===== src/rtl/kamus_lsu.sv =====
// kamus_lsu: load/store unit driving a req/gnt/rvalid L1D port, returns extended load data.
// Latency: store done 2 cycles after accept (gnt immediate), load done/rdata 3 cycles after accept.
// Backpressure: lsu_busy_o stalls the pipeline while an op is outstanding; req held until gnt.
module kamus_lsu #(
  parameter int XLEN   = 32,
  parameter int ADDR_W = 32
) (
  input  logic              clk_i,
  input  logic              rst_i,
  input  logic              lsu_valid_i,
  input  logic              lsu_we_i,
  input  logic [2:0]        lsu_funct3_i,
  input  logic [ADDR_W-1:0] lsu_addr_i,
  input  logic [XLEN-1:0]   lsu_wdata_i,
  output logic [XLEN-1:0]   lsu_rdata_o,
  output logic              lsu_done_o,
  output logic              lsu_busy_o,
  output logic              lsu_misalign_o,
  output logic              l1d_req_o,
  output logic              l1d_we_o,
  output logic [ADDR_W-1:0] l1d_addr_o,
  output logic [3:0]        l1d_be_o,
  output logic [XLEN-1:0]   l1d_wdata_o,
  input  logic              l1d_gnt_i,
  input  logic              l1d_rvalid_i,
  input  logic [XLEN-1:0]   l1d_rdata_i
);

  typedef enum logic [1:0] {S_IDLE, S_REQ, S_RESP} state_t;

  state_t            state_q;
  logic [ADDR_W-1:0] addr_q;
  logic [1:0]        off_q;
  logic              we_q;
  logic [2:0]        funct3_q;
  logic [3:0]        be_q;
  logic [XLEN-1:0]   wdata_q;
  logic [XLEN-1:0]   rdata_q;
  logic              done_q;
  logic              misalign_q;

  // Access size comes from funct3[1:0]; 10 and 11 (incl. unused encodings) are word ops.
  logic              in_b;
  logic              in_h;
  logic              misalign_d;
  logic [3:0]        be_d;
  logic [XLEN-1:0]   wdata_d;
  logic [XLEN-1:0]   lword;
  logic [XLEN-1:0]   ldata_d;

  assign in_b       = (lsu_funct3_i[1:0] == 2'b00);
  assign in_h       = (lsu_funct3_i[1:0] == 2'b01);
  assign misalign_d = (in_h & lsu_addr_i[0]) |
                      (!in_b & !in_h & (lsu_addr_i[1:0] != 2'b00));
  assign be_d       = in_b ? (4'b0001 << lsu_addr_i[1:0]) :
                      in_h ? (4'b0011 << lsu_addr_i[1:0]) : 4'b1111;
  assign wdata_d    = in_b ? {4{lsu_wdata_i[7:0]}} :
                      in_h ? {2{lsu_wdata_i[15:0]}} : lsu_wdata_i;

  // Align the returned word to the addressed lane, then sign/zero-extend by latched funct3.
  always_comb begin
    lword = l1d_rdata_i >> {off_q, 3'b000};
    case (funct3_q[1:0])
      2'b00:   ldata_d = funct3_q[2] ? {24'b0, lword[7:0]}  : {{24{lword[7]}}, lword[7:0]};
      2'b01:   ldata_d = funct3_q[2] ? {16'b0, lword[15:0]} : {{16{lword[15]}}, lword[15:0]};
      default: ldata_d = lword;
    endcase
  end

  // Control FSM; all port-facing state is registered here.
  always_ff @(posedge clk_i or posedge rst_i) begin
    if (rst_i) begin
      state_q    <= S_IDLE;
      addr_q     <= '0;
      off_q      <= '0;
      we_q       <= 1'b0;
      funct3_q   <= '0;
      be_q       <= '0;
      wdata_q    <= '0;
      rdata_q    <= '0;
      done_q     <= 1'b0;
      misalign_q <= 1'b0;
    end else begin
      done_q     <= 1'b0;
      misalign_q <= 1'b0;
      case (state_q)
        S_IDLE: begin
          if (lsu_valid_i) begin
            if (misalign_d) begin
              misalign_q <= 1'b1;
            end else begin
              addr_q   <= {lsu_addr_i[ADDR_W-1:2], 2'b00};
              off_q    <= lsu_addr_i[1:0];
              we_q     <= lsu_we_i;
              funct3_q <= lsu_funct3_i;
              be_q     <= be_d;
              wdata_q  <= wdata_d;
              state_q  <= S_REQ;
            end
          end
        end
        S_REQ: begin
          // rvalid coincident with gnt is a protocol violation and is not looked at here.
          if (l1d_gnt_i) begin
            if (we_q) begin
              done_q  <= 1'b1;
              state_q <= S_IDLE;
            end else begin
              state_q <= S_RESP;
            end
          end
        end
        S_RESP: begin
          if (l1d_rvalid_i) begin
            rdata_q <= ldata_d;
            done_q  <= 1'b1;
            state_q <= S_IDLE;
          end
        end
        default: state_q <= S_IDLE;
      endcase
    end
  end

  assign l1d_req_o      = (state_q == S_REQ);
  assign lsu_busy_o     = (state_q != S_IDLE);
  assign l1d_we_o       = we_q;
  assign l1d_addr_o     = addr_q;
  assign l1d_be_o       = be_q;
  assign l1d_wdata_o    = wdata_q;
  assign lsu_rdata_o    = rdata_q;
  assign lsu_done_o     = done_q;
  assign lsu_misalign_o = misalign_q;

endmodule

===== config.mk =====
export PLATFORM = sky130hd
export DESIGN_NAME = kamus_lsu
export DESIGN_NICKNAME = d
export VERILOG_FILES = /design/src/rtl/kamus_lsu.sv
export SDC_FILE = /design/constraint.sdc
export NUM_CORES = 1
export LEC_CHECK = 0
export BUFFER_PORTS_ARGS = -buffer_cell sky130_fd_sc_hd__buf_2
export CORE_AREA = 8 8 113 136
export CTS_BUF_LIST = sky130_fd_sc_hd__clkbuf_8
export DETAILED_ROUTE_END_ITERATION = 10
export DIE_AREA = 0 0 121 144
export PLACE_DENSITY = 0.67
export REMOVE_ABC_BUFFERS = 1
export SLEW_MARGIN = 20
export SYNTH_ARGS = -nofsm -noshare
export SYNTH_HDL_FRONTEND = slang
export SYNTH_SLANG_ARGS = --single-unit

===== constraint.sdc =====
create_clock -name clk_i -period 3.85 [get_ports clk_i]
set_input_delay 0.77 -clock clk_i [delete_from_list [all_inputs] [get_ports clk_i]]
set_output_delay 0.77 -clock clk_i [all_outputs]
set_load 0.01 [all_outputs]

== Word-level counts from Yosys, hierarchy flattened ==
Index checks and enable logic that the tools add are counted.
W data, S select, Z words.

* Memories kept: 0
* Bits in latches: 0
* Memory bits (read-only): 0
* Bits in writable memories: 0
* Word-level logic and storage cells: 56
* Input port bits: 105
* Bits in registers: 108

* Reduce and logical (&&, ||, !) cells: 10
* Multipliers: 0
* Bitwise gates (word level): 5
* Shift-type cells: 3
* Order comparisons: 0
* Mux-type cells: 20
* Div/mod/pow operators: 0
* Eq/ne operators: 8
* Add/sub/neg operators: 0

{| class="wikitable"
|+ Operators by type and width
! kind !! count
|-
| $mux W32 || 4
|-
| $pmux W32 S2 || 1
|-
| $shr A32 B5 Y32 || 1
|-
| $mux W2 || 5
|-
| $mux W4 || 2
|-
| $eq A2 B1 Y1 const B || 3
|-
| $logic_not A2 Y1 || 3
|-
| $mux W1 || 6
|-
| $ne A2 B2 Y1 const B || 3
|-
| $pmux W2 S3 || 1
|-
| $reduce_and A4 Y1 || 1
|-
| $reduce_bool A2 Y1 || 2
|-
| $shl A1 B2 Y4 const A || 1
|-
| $shl A2 B2 Y4 const A || 1
|-
| $and A1 B1 Y1 || 3
|-
| $reduce_and A3 Y1 || 1
|-
| $eq A2 B2 Y1 const B || 1
|-
| $logic_not A1 Y1 || 2
|-
| $ne A2 B1 Y1 const B || 1
|-
| $pmux W1 S2 || 1
|-
| $reduce_and A2 Y1 || 1
|-
| $not A1 Y1 || 1
|-
| $or A1 B1 Y1 || 1
|}

== Logic depth before layout (Yosys ltp) ==
* Depth after elaboration: 8
* Depth in mapped cells: 8
* Mapped depth without buffers: 6

== Worst setup path after synthesis ==
OpenSTA, ideal clock, no wires.

* Path type: input -> register
* Start point: input lsu_addr_i[0]
* End point: register funct3_q[0]
* Arrival time: 1.974 ns
* Setup slack: 1.749 ns
* Stages: 7
* Required time: 3.722 ns
* Cell sequence: inv_1 -> ha_1 -> nand2b_1 -> nand4_1 -> buf_2 -> buf_6 -> mux2_1

* Cells in the longest elaborated chain, start to end: 5

{| class="wikitable"
|+ Ends and longest elaborated chain
! what !! line !! text
|-
| start, declared || 13 || <nowiki>input logic [ADDR_W-1:0] lsu_addr_i,</nowiki>
|-
| $reduce_bool A2 Y1 || 54 || <nowiki>(!in_b & !in_h & (lsu_addr_i[1:0] != 2'b00));</nowiki>
|-
| $and A1 B1 Y1 || 54 ||
|-
| $or A1 B1 Y1 (*) || 53 || <nowiki>assign misalign_d = (in_h & lsu_addr_i[0]) |</nowiki>
|-
| $not A1 Y1 (no line) (*) || - ||
|-
| $reduce_and A3 Y1 (no line) (*) || - ||
|-
| end signal, assigned || 95 || <nowiki>funct3_q <= lsu_funct3_i;</nowiki>
|-
| end, declared || 35 || <nowiki>logic [2:0] funct3_q;</nowiki>
|}

Mark *: on every way between the ends. The rest lies on a longest branch, timed or not.
A chain may end at the register's enable or synchronous reset.

== Worst setup path after layout ==
* Start point: register off_q[0]
* End point: register rdata_q[11] (netlist: lsu_rdata_o[11])

* Cells in the longest elaborated chain, start to end: 3

{| class="wikitable"
|+ Ends and longest elaborated chain
! what !! line !! text
|-
| start, declared || 33 || <nowiki>logic [1:0] off_q;</nowiki>
|-
| start signal, assigned || 93 || <nowiki>off_q <= lsu_addr_i[1:0];</nowiki>
|-
| $shr A32 B5 Y32 (*) || 62 || <nowiki>lword = l1d_rdata_i >> {off_q, 3'b000};</nowiki>
|-
| $mux W32, on equally long branches || 65, 64 ||
|-
| $pmux W32 S2 (*) || 63 || <nowiki>case (funct3_q[1:0])</nowiki>
|-
| end signal, assigned || 115 || <nowiki>rdata_q <= ldata_d;</nowiki>
|-
| end, declared || 38 || <nowiki>logic [XLEN-1:0] rdata_q;</nowiki>
|}

Marked as above.

==> impl_metrics.yaml <==
clock_tree:
  post_cts_buffers: 0
  cts_hold_buf: 0
  clockBufferDepth: 2
  cts_tree: "built"
  root_buffer: "clkbuf_8"
  htreeDepth: 3
  cts_resized: 0
  path_clk_slew_ns: 0.12
  cts_inserted_buffers: 9
  cts.sinks: 108
  clk_latency_ns: 0.37
final_layout:
  stdcell_count: 821
  drive_gt1_share_pct: 39.23
  fill_cells: 1264
  syn2layout_area_growth_pct: 26.07
  antenna_cells: 0
  fin_nets: 757
  final_area_um2: 6467
  final_common_cell: "buf_2"
  final_cell_mix: "buf_2, dfrtp_1, nand2_1, mux2_1, mux2i_1"
timing:
  finalCriticalPeriod_ns: 2.215
  finClkSkew_ns: 0.01461
  fin_crit_sh_pct: 57.53
  finalSetupViolCount: 0
  setup-tns-final_ns: 0
  slew_viol_final: 0
  fin_ws_ns: 1.635
  rsz0062_at_grt: "no"
  worst_pin_slew_ns: 1.010
  finalHoldViolations: 0
  max_freq_mhz: 451.5
  relSlewSlack_pct: 32.69
grt:
  grt_pass1_wl_um: 23650
  grt_max_degree: 59
  grt_pass1_vias: 4612
  track_usage_pct: 17.12
  antenna_found_initial: 0
  gr-total-overflow: 0
route:
  routed_wl_um: 14760
  drt_pre_antenna_iters: 4
  ant_nets: 0
  drtIter0Drc: 162
  drt-vias-per-instance: 5.048
  drc: 0
  wl_per_cell_um: 17.98
  vias: 4144
synth:
  syn_area_per_cell_um2: 11.43
  synth_cells: 449
  ys_ff_latch: 108
  netlist_area_um2: 5130
  synthArstFlopShare_pct: 100.0
  synth-seq-area-share_pct: 52.68
  synth_cell_types: 40
  ys_warn_count: 0
  synthFlopType: "dfrtp_1"
  synth_edf_count: 0
critical_path:
  cp-end-kind: "flop"
  worstPathArrival_ns: 2.52
  required_ns: 4.16
  worstSetupPathType: "reg2reg"
  path_max_fanout: 25
  crit_path_top_delay_cell: "dfrtp_1"
  critPathMaxStageDelay_ns: 0.71
  start_kind: "flop"
  crit_chain: "buf_4, nor2b_1, a21oi_1, o21ai_0, a22o_1"
floorplanning:
  die_area_um2: 17420
  io_pins: 210
  rows: 47
  initial_core_util_pct: 38.43
  die_x_um: 121
  core_um2: 13350
  die_h_um: 144
place:
  placed_cell_area_um2: 6265
  place_ws_ns: 1.357
  place_inst: 805
  gp_congestion: 0.8132
  dp_hpwl_um: 11390
  port_buffers: 207
outcome:
  outcome: "finished clean"
power:
  power_leakage_nw: 3.171
  finalPower_mw: 4.866
  power.density_nw_per_um2: 752.4
  peakVddDrop_mv: 0.3420
hold_path:
  hold_path_class: "in2async"
run:
  drv_cap: 0
==> metrics by stage <==
step	hold WS (ns)	utilization, %
6_report	0.4805	48.45
4_1_cts	0.4979	48.44
5_1_grt	0.5063	48.45
3_5_place_dp	0.4729	46.93
3_3_place_gp	0.4643	46.93
2_1_floorplan	0.4794	-
==> cells in the mapped netlist (2+ instances only) <==
cell type  number  share of area, %
a211oi_1        9               1.3
a21oi_1        24               2.3
a21oi_2         9               1.5
a22o_1          7               1.2
a31oi_1         2              0.24
buf_2          13               1.3
buf_4           2              0.29
buf_6           5               1.1
clkbuf_1        9              0.66
dfrtp_1       108                53
ha_1            7               1.7
inv_1           8              0.59
mux2_1         42               9.2
mux2_2          7               1.5
mux2i_1        41               8.0
mux4_2          2              0.88
nand2_1        43               3.1
nand2b_1        5              0.61
nand3_1         2              0.20
nor2_1         30               2.2
nor2b_1        11               1.3
o21ai_0         8              0.78
o21ai_1        31               3.0
o22a_1          8               1.4
==> critical path: cells and delay by family (launching register included) <==
family	cells	cell delay, ns
AND/OR/NAND/NOR	1	0.56
buffers and inverters	1	0.39
AO/OA/AOI/OAI	3	0.49
flip-flops	1	0.71
==> path summary, 6_finish.rpt <==
path | from | to | slack [ns] | depth (start not counted)
min | rst_i | l1d_addr_o[27] | 0.48 | 2
max reg2reg | off_q[0] | lsu_rdata_o[11] | 1.64 | 5
min in group clk_i | l1d_wdata_o[28] | l1d_wdata_o[28] | 0.49 | 2
max | off_q[0] | lsu_rdata_o[11] | 1.64 | 5
min reg2reg | l1d_wdata_o[28] | l1d_wdata_o[28] | 0.49 | 2
max in group asynchronous | rst_i | off_q[1] | 2.51 | 3
==> routing by layer <==
metal | global-route usage (%) | part of all wire, %
met5 | 0 | 0
met4 | 5.863 | 1.4
met3 | 5.703 | 8.6
met2 | 29.90 | 50
met1 | 19.07 | 40
==> area by class of cell <==
type / count / area [µm²] / share of cell area [%]
clock buffers: 9 / 123.9 / 1.915
clock inverters: 7 / 77.57 / 1.199
inverters: 9 / 36.28 / 0.5610
multi-input cells: 303 / 2223 / 34.38
flip-flops and latches: 108 / 2704 / 41.81
well taps: 171 / 214.0 / 3.308
repair buffers: 214 / 1089 / 16.83
==> logic make-up after synthesis <==
| kind of cell | Yosys count | share of synthesized area [%] |
|---|---|---|
| AO/OA/AOI/OAI | 106 | 13.73 |
| adder cells (fa/ha/maj) | 7 | 1.707 |
| buffers and inverters | 39 | 4.048 |
| flip-flops | 108 | 52.68 |
| multiplexers | 92 | 19.63 |
| other | 1 | 0.07310 |
| AND/OR/NAND/NOR | 96 | 8.122 |
==> flip-flops by register name, indices dropped and copies added (netlist names) <==
name,count
l1d_addr_o,30
off_q,2
funct3_q,3
state_q,2
l1d_be_o,4
l1d_we_o,1
lsu_misalign_o,1
lsu_rdata_o,32
l1d_wdata_o,32
lsu_done_o,1
==> where the power goes <==
group	switching, mW	internal, mW	leakage (nW)
Sequential	0.372	1.68	1.30
Combinational	1.15	0.959	1.77
Clock	0.441	0.261	0.100
No activity file was read; power rests on OpenSTA's default activity.
